--- src/rtl/axi4_lite_regfile_slave.sv ---
// ---------------------------------------------------------------------------
// axi4_lite_regfile_slave
//
// AXI4-Lite slave exposing NUM_REGS 32-bit registers. Writes honour byte
// strobes; out-of-range or misaligned addresses return SLVERR and have no
// effect. The read and write channels run independently of each other.
//
// Ports
//   axi4_lite_aclk     : clock
//   axi4_lite_aresetn  : asynchronous reset, active low
//   aw*                : write address channel (awaddr, awvalid, awready)
//   w*                 : write data channel    (wdata, wstrb, wvalid, wready)
//   b*                 : write response        (bresp, bvalid, bready)
//   ar*                : read address channel  (araddr, arvalid, arready)
//   r*                 : read data channel     (rdata, rresp, rvalid, rready)
// ---------------------------------------------------------------------------
module axi4_lite_regfile_slave #(
   parameter int ADDRESS_WIDTH  = 32,
   parameter int REG_DATA_WIDTH = 32,
   parameter int NUM_REGS       = 8
) (
   input  logic                        axi4_lite_aclk,
   input  logic                        axi4_lite_aresetn,

   input  logic [ADDRESS_WIDTH-1:0]    awaddr,
   input  logic                        awvalid,
   output logic                        awready,

   input  logic [REG_DATA_WIDTH-1:0]   wdata,
   input  logic [REG_DATA_WIDTH/8-1:0] wstrb,
   input  logic                        wvalid,
   output logic                        wready,

   output logic [1:0]                  bresp,
   output logic                        bvalid,
   input  logic                        bready,

   input  logic [ADDRESS_WIDTH-1:0]    araddr,
   input  logic                        arvalid,
   output logic                        arready,

   output logic [REG_DATA_WIDTH-1:0]   rdata,
   output logic [1:0]                  rresp,
   output logic                        rvalid,
   input  logic                        rready
);

   localparam int IDX_W  = $clog2(NUM_REGS);
   localparam int STRB_W = REG_DATA_WIDTH / 8;

   localparam logic [1:0] RESP_OKAY   = 2'b00;
   localparam logic [1:0] RESP_SLVERR = 2'b10;

   typedef enum logic {R_IDLE, R_RESP} r_state_e;

   // Aligned and inside the register window; upper bits must all be zero.
   function automatic logic addr_valid(input logic [ADDRESS_WIDTH-1:0] a);
      return (a[1:0] == 2'b00) && ((a >> (IDX_W + 2)) == '0);
   endfunction

   // Register file
   logic [REG_DATA_WIDTH-1:0] regs_q [NUM_REGS];
   logic [REG_DATA_WIDTH-1:0] regs_d [NUM_REGS];

   // Holds the readies low while in reset and releases them on the first edge after it
   logic active_q;

   // Write channel state
   logic                      aw_latched_q, aw_latched_d;
   logic [ADDRESS_WIDTH-1:0]  awaddr_q, awaddr_d;
   logic                      w_latched_q, w_latched_d;
   logic [REG_DATA_WIDTH-1:0] wdata_q, wdata_d;
   logic [STRB_W-1:0]         wstrb_q, wstrb_d;
   logic                      bvalid_q, bvalid_d;
   logic [1:0]                bresp_q, bresp_d;

   // Read channel state
   r_state_e                  r_state_q, r_state_d;
   logic [REG_DATA_WIDTH-1:0] rdata_q, rdata_d;
   logic [1:0]                rresp_q, rresp_d;

   logic                      aw_hs, w_hs, b_hs, ar_hs, r_hs;
   logic                      commit;
   logic [ADDRESS_WIDTH-1:0]  commit_addr;
   logic [REG_DATA_WIDTH-1:0] commit_data;
   logic [STRB_W-1:0]         commit_strb;
   logic [IDX_W-1:0]          commit_idx;
   logic [IDX_W-1:0]          read_idx;

   // Handshakes and the commit condition. A beat arriving this cycle counts as
   // latched, so AW and W in the same cycle commit on that very edge.
   always_comb begin
      aw_hs       = awvalid && awready;
      w_hs        = wvalid && wready;
      b_hs        = bvalid_q && bready;
      ar_hs       = arvalid && arready;
      r_hs        = rvalid && rready;
      commit_addr = aw_hs ? awaddr : awaddr_q;
      commit_data = w_hs ? wdata : wdata_q;
      commit_strb = w_hs ? wstrb : wstrb_q;
      commit_idx  = commit_addr[2 +: IDX_W];
      read_idx    = araddr[2 +: IDX_W];
      commit      = !bvalid_q && (aw_latched_q || aw_hs) && (w_latched_q || w_hs);
   end

   // Write channel next state: latch beats, commit into the register file,
   // raise the response, and clear everything once the response is taken.
   // Commit and B completion are mutually exclusive since one needs bvalid low
   // and the other bvalid high.
   always_comb begin
      aw_latched_d = aw_latched_q;
      awaddr_d     = awaddr_q;
      w_latched_d  = w_latched_q;
      wdata_d      = wdata_q;
      wstrb_d      = wstrb_q;
      bvalid_d     = bvalid_q;
      bresp_d      = bresp_q;
      regs_d       = regs_q;

      if (aw_hs) begin
         aw_latched_d = 1'b1;
         awaddr_d     = awaddr;
      end
      if (w_hs) begin
         w_latched_d = 1'b1;
         wdata_d     = wdata;
         wstrb_d     = wstrb;
      end
      if (commit) begin
         bvalid_d = 1'b1;
         if (addr_valid(commit_addr)) begin
            bresp_d = RESP_OKAY;
            for (int k = 0; k < STRB_W; k++) begin
               if (commit_strb[k]) begin
                  regs_d[commit_idx][8*k +: 8] = commit_data[8*k +: 8];
               end
            end
         end else begin
            bresp_d = RESP_SLVERR;
         end
      end
      if (b_hs) begin
         bvalid_d     = 1'b0;
         aw_latched_d = 1'b0;
         w_latched_d  = 1'b0;
      end
   end

   // Write channel and register file flops
   always_ff @(posedge axi4_lite_aclk or negedge axi4_lite_aresetn) begin
      if (!axi4_lite_aresetn) begin
         active_q     <= 1'b0;
         aw_latched_q <= 1'b0;
         awaddr_q     <= '0;
         w_latched_q  <= 1'b0;
         wdata_q      <= '0;
         wstrb_q      <= '0;
         bvalid_q     <= 1'b0;
         bresp_q      <= 2'b00;
         for (int i = 0; i < NUM_REGS; i++) begin
            regs_q[i] <= '0;
         end
      end else begin
         active_q     <= 1'b1;
         aw_latched_q <= aw_latched_d;
         awaddr_q     <= awaddr_d;
         w_latched_q  <= w_latched_d;
         wdata_q      <= wdata_d;
         wstrb_q      <= wstrb_d;
         bvalid_q     <= bvalid_d;
         bresp_q      <= bresp_d;
         for (int i = 0; i < NUM_REGS; i++) begin
            regs_q[i] <= regs_d[i];
         end
      end
   end

   // Read FSM state register, with the registered read data alongside it
   always_ff @(posedge axi4_lite_aclk or negedge axi4_lite_aresetn) begin
      if (!axi4_lite_aresetn) begin
         r_state_q <= R_IDLE;
         rdata_q   <= '0;
         rresp_q   <= 2'b00;
      end else begin
         r_state_q <= r_state_d;
         rdata_q   <= rdata_d;
         rresp_q   <= rresp_d;
      end
   end

   // Read FSM next state. Data is sampled from regs_q, so a write committing
   // on the same edge is not yet visible to the read.
   always_comb begin
      r_state_d = r_state_q;
      rdata_d   = rdata_q;
      rresp_d   = rresp_q;
      case (r_state_q)
         R_IDLE: begin
            if (ar_hs) begin
               r_state_d = R_RESP;
               if (addr_valid(araddr)) begin
                  rdata_d = regs_q[read_idx];
                  rresp_d = RESP_OKAY;
               end else begin
                  rdata_d = '0;
                  rresp_d = RESP_SLVERR;
               end
            end
         end
         R_RESP: begin
            if (r_hs) begin
               r_state_d = R_IDLE;
            end
         end
         default: r_state_d = R_IDLE;
      endcase
   end

   // Read FSM outputs and write channel readies
   always_comb begin
      arready = active_q && (r_state_q == R_IDLE);
      rvalid  = (r_state_q == R_RESP);
      rdata   = rdata_q;
      rresp   = rresp_q;
      awready = active_q && !aw_latched_q && !bvalid_q;
      wready  = active_q && !w_latched_q && !bvalid_q;
      bvalid  = bvalid_q;
      bresp   = bresp_q;
   end

endmodule

--- config.mk ---
export PLATFORM = sky130hd
export DESIGN_NAME = axi4_lite_regfile_slave
export DESIGN_NICKNAME = d
export VERILOG_FILES = /design/src/rtl/axi4_lite_regfile_slave.sv
export SDC_FILE = /design/constraint.sdc
export NUM_CORES = 1
export LEC_CHECK = 0
export BUFFER_PORTS_ARGS = -buffer_cell sky130_fd_sc_hd__buf_2
export CAP_MARGIN = 20
export CORE_UTILIZATION = 30
export CTS_BUF_LIST = sky130_fd_sc_hd__clkbuf_16
export CTS_CLUSTER_DIAMETER = 100
export DETAILED_ROUTE_END_ITERATION = 10
export GPL_TIMING_DRIVEN = 0
export SYNTH_ARGS = -nofsm -noshare
export SYNTH_HDL_FRONTEND = slang
export SYNTH_SLANG_ARGS = --single-unit
--- constraint.sdc ---
create_clock -name axi4_lite_aclk -period 5.4 [get_ports axi4_lite_aclk]
set_clock_uncertainty 0.1 [all_clocks]
set_input_delay 0.54 -clock axi4_lite_aclk [delete_from_list [all_inputs] [get_ports axi4_lite_aclk]]
set_output_delay 0.54 -clock axi4_lite_aclk [all_outputs]
set_load 0.02 [all_outputs]
## Word-level counts from Yosys, hierarchy flattened

Index checks and enable logic that the tools add are counted.

| storage, ports and cells | value |
|---|---|
| logic and storage cells | 94 |
| output and inout port bits | 41 |
| register bits after elaboration | 365 |
| input port bits | 107 |

| operators by class | value |
|---|---|
| bitwise logic cells | 3 |
| order comparisons | 3 |
| muxes and demuxes | 40 |
| reductions and logical operators | 29 |

Operators by type and width:

| cell | count |
|---|---|
| 256-bit 2-to-1 mux | 10 |
| 256-bit bitwise mux | 4 |
| 32-bit demux with 3-bit select | 4 |
| 32-bit 2-to-1 mux | 6 |
| 32-bit binary-select mux with 3-bit select | 1 |
| 32-bit logical NOT | 2 |
| 24-bit 2-to-1 mux | 1 |
| 16-bit 2-to-1 mux | 1 |
| 1-bit logical AND | 15 |
| 4-bit >= comparator (second input constant) | 2 |
| 1-bit 2-to-1 mux | 8 |
| 8-bit 2-to-1 mux | 1 |
| 3-bit inverter with 4-bit output | 2 |
| 2-bit nonzero test | 3 |
| 2-bit logical NOT | 2 |
| 4-bit by 1-bit < comparator with 1-bit output (second input constant) | 1 |
| 2-bit 2-to-1 mux | 2 |
| 4-bit 2-to-1 mux | 1 |
| 2-bit AND reduction | 2 |
| 1-bit logical NOT | 3 |
| 1-bit logical OR | 2 |
| 1-bit case mux with 2 select lines | 1 |
| 1-bit inverter | 1 |

## Depth between registers and ports, before layout

| logic depth | value |
|---|---|
| depth in word-level cells | 24 |
| mapped depth | 7 |
| mapped depth without buffers | 6 |

## Worst setup path after synthesis

OpenSTA, ideal clock, no wires.

| timing | value |
|---|---|
| kind | input-to-reg |
| start | input port awaddr[0] |
| end | register regs_q[160] (netlist bit) |
| slack | 2.467 ns |
| stages | 5 |
| buffers on the path | 0 |
| data arrival time | 2.708 ns |
| setup time | 0.125 ns |
| data required time | 5.175 ns |
| cells stage by stage | or4_1 nor4_2 nand3b_2 a2111oi_4 mux2_2 |

| between the ends | value |
|---|---|
| longest elaborated chain between the ends | 4 |

Ends and longest elaborated chain:

| what | line | RTL |
|---|---|---|
| start: declaration | 25 | `input logic [ADDRESS_WIDTH-1:0] awaddr,` |
| 32-bit 2-to-1 mux | n/a |  |
| 2-bit logical NOT | 58 | `return (a[1:0] == 2'b00) && ((a >> (IDX_W + 2)) == '0);` |
| 1-bit logical AND | 58 |  |
| 2-bit AND reduction (no line) | n/a |  |
| end signal: indexed assignment | 173 | `regs_q[i] <= regs_d[i];` |
| end: declaration | 62 | `logic [REG_DATA_WIDTH-1:0] regs_q [NUM_REGS];` |

Every way passes these cells.
A chain may end at the register's enable or synchronous reset.

## Worst setup path in the final report

| timing | value |
|---|---|
| start | register awaddr_q[19] |
| end | register regs_q[15] (netlist bit) |

| between the ends | value |
|---|---|
| longest elaborated chain between the ends | 4 |

Ends and longest elaborated chain:

| what | line | RTL |
|---|---|---|
| start: declaration | 70 | `logic [ADDRESS_WIDTH-1:0] awaddr_q, awaddr_d;` |
| start signal: assignment | 166 | `awaddr_q <= awaddr_d;` |
| 32-bit 2-to-1 mux | n/a |  |
| 32-bit logical NOT | 58 |  |
| 1-bit logical AND | 58 |  |
| 2-bit AND reduction (no line) | n/a |  |

Every way passes these cells.

==> run_results.csv <==
group,metric,value,unit
synth,ys_types,46,
clock_network,cts_sinks,363,
grt,grt_pass1_wl,63210,microns
job,maxCapViolations,0,
floorplan,initial_core_util,0.3042,
synth,synth-seq-cells,363,
finish,nets,1373,
synth,synth_fa_ha_area_frac,0,
finish,final_common_cell,"dfrtp_1",
grt,antenna_found_initial,7,
pwr,power_frac_comb,0.178,
synth,synth-compound-area-share,0.04663,
sta,finalMaxSlewViolations,0,
pwr,pwr_density_cell,354.3,nW/um^2
sta,max_freq,282.5,MHz
pwr,p_int,4806,uW
synth,synth_top_flop_cell,"dfrtp_1",
placement,dp_hpwl,27400,microns
run_status,violations,"hold timing",
critical_path,reg2reg_depth,5,
pwr,p_sw_frac,0.2990,
floorplan,dieHeight,235.6,microns
synth,async_flop_share,1.000,
synth,seq_area_frac_synth,0.5550,
synth,ys_warn_count,0,
critical_path,path_max_fanout,8,
routing,wirelength,40250,microns
routing,drcViolationCount,0,
critical_path,r2r_end,"regs_q[15]",
routing,drtAntennaViolNets,0,
floorplan,fp-row-count,85,
synth,synth_xor_area_frac,0,
clock_network,post-cts-setup-buffer-count,0,
critical_path,r2r_start,"awaddr_q[19]",
synth,synth_top_family_by_area,"multiplexers",
pwr,seq_power_share,0.453,
sta,worst_hold_slack,-0.05182,ns
clock_network,cts_buffer_depth,3,
critical_path,crit_type,"reg2reg",
critical_path,arrival,3.87,ns
synth,yosysTopAreaCell,"dfrtp_1",
floorplan,die_x,235.6,microns
floorplan,die-area,55500,sq um
clock_network,root_buffer,"clkbuf_16",
clock_network,cts_buffers,39,
clock_network,tritoncts,"done",
clock_network,htree_num_levels,2,
routing,viasPerCell,4.899,
sta,finalCritPeriodShare,0.6556,
critical_path,critPathCaptureType,"register",
clock_network,insertion_delay,0.55,ns
routing,num_vias,9768,
critical_path,regToRegSetupSlack,1.86,ns
finish,area_growth,18.22,%
synth,synth_area,16370,sq um
finish,fillerInstances,5164,
sta,min_period,3.540,ns
clock_network,cts-hold-fix-buffers,0,
finish,layout-drive-gt1-share,0.4764,
sta,hold_violations,27,
finish,final_cell_mix,"363 x dfrtp_1, 289 x mux2_2, 146 x buf_2, 125 x nand2_1, 64 x mux4_2",
placement,gp_congestion,0.7994,
routing,drt-wirelength-per-cell,20.19,microns
routing,first_pass_iters,4,
sta,fin_tns_setup,0,ns
sta,rsz0062_at_grt,"false",
pwr,vdd_drop_max,0.1411,mV
sta,max-slew-margin-rel,0.2125,
pwr,switchingPower,2050,uW
grt,grt-ovfl-total,0,
synth,postSynthAreaPerCell,15.28,sq um
clock_network,cts_resized,0,
pwr,p_total,6856,uW
placement,port_buffers,142,
synth,muxShareOfSynthArea,0.3110,
grt,grt_pass1_vias,10420,
synth,synth-simple-area-share,0.07392,
run_status,status,"complete, but fails checks",
routing,first_iter_violations,549,
grt,grt_usage,0.1475,
floorplan,core,53810,sq um
grt,grt_start_max_net_pins,106,
synth,yosys-top-cells-area,"dfrtp_1 55%, mux2_2 20%, mux4_2 8.8%, nand2_1 2.9%, a2111oi_4 2.7%",
sta,worstMarginPinSlew,1.181,ns
pwr,p_clk_frac,0.369,
sta,setup_viol,0,
synth,synthCells,1071,
synth,synth_edf_count,0,
synth,yosysTopAreaCellShare,0.5550,
pwr,p_leak,0.009080,uW
critical_path,worst_setup_path_start_kind,"register",
floorplan,pin_count,148,
critical_path,required,5.73,ns
clock_network,clk_pin_slew_worst_paths,0.06,ns
hold_path,hp-class,"in2async",
[synth_stat cells, types with 2 or more instances]
library cell,instances
nor3b_1,2
conb_1,2
dfrtp_1,363
a2111oi_4,16
and4_1,3
buf_4,4
nand3_2,2
clkbuf_1,25
inv_1,9
buf_1,8
buf_2,5
mux2i_2,4
nor2_1,13
nand3_1,4
a21oi_1,5
nor4_4,16
mux2i_1,34
nor2b_1,2
nand2_1,125
mux4_2,64
o21ai_0,33
nor4_1,14
nor3_1,5
or4_1,3
mux2_2,289
[metal layers]
metal / GRT usage / vias up / share of wire / wire length (microns)
met4: 0.04437 / 8 / 0.025 / 1016
met2: 0.2321 / 224 / 0.46 / 18520
met5: 0 / - / 0.0014 / 58
li1: - / 4373 / - / -
met1: 0.2035 / 5094 / 0.46 / 18320
met3: 0.03166 / 69 / 0.058 / 2336
[final cells by class]
| class | instances | area (sq um) | area share |
|---|---|---|---|
| inverter | 9 | 33.78 | 0.001746 |
| tap | 696 | 870.8 | 0.04500 |
| antenna | 3 | 7.507 | 0.0003879 |
| buffer | 42 | 178.9 | 0.009246 |
| multi-input combinational | 658 | 7076 | 0.3656 |
| clock inverter | 30 | 195.2 | 0.01009 |
| clock buffer | 40 | 1001 | 0.05173 |
| timing repair buffer | 153 | 904.6 | 0.04675 |
| sequential | 363 | 9084 | 0.4694 |
[power groups by stage]
stage	clock network [uW]	registers, uW	logic [uW]
floorplan	0	3120	768
global placement	0	3150	1140
detailed placement	0	3150	1200
global route	2710	3140	1340
CTS	2610	3110	1210
finish	2530	3100	1220
[critical path: stages, from the launching register on]
cell and delay (ns):
dfrtp_1 0.38, or4_4 0.56, nor3_1 0.44, a41oi_2 0.62
nor4_4 0.91, mux2_2 0.41
[cell families (layout without fill, tap and decap cells)]
kind of cell	count (synthesis)	count (layout)
simple gates	201	201
other cells	2	6
mux	391	391
buf+inv	51	274
flops	363	363
compound gates	63	63
[stage by stage]
step                      area [sq um]    util  setup slack (ns)  instances
after floorplan                  16370       -             2.467       1072
after global placement           17950  0.3336            -3.298       1910
after detailed placement         18080  0.3360             1.662       1916
after CTS                        19280  0.3583             1.855       1986
after global routing             19350  0.3595             1.724       1992
final                            19350  0.3596             1.860       1994
[worst max-delay path by stage]
stage	start	end	slack, ns	cells after the start
after floorplan	awaddr[0]	regs_q[160]	2.47	5
after global placement	axi4_lite_aresetn	wdata_q[1]	-3.30	1
after detailed placement	awaddr[24]	regs_q[12]	1.66	6
after CTS	awaddr_q[19]	regs_q[46]	1.86	5
after global routing	awaddr_q[19]	regs_q[45]	1.72	5
final	awaddr_q[19]	regs_q[15]	1.86	5
[state kept, by name, summed over array words and instances, names as in the netlist, 4 cells and up]
register	flops
wstrb_q	4
rdata	32
awaddr_q	32
wdata_q	32
regs_q	256
(Power assumes the default switching activity.)
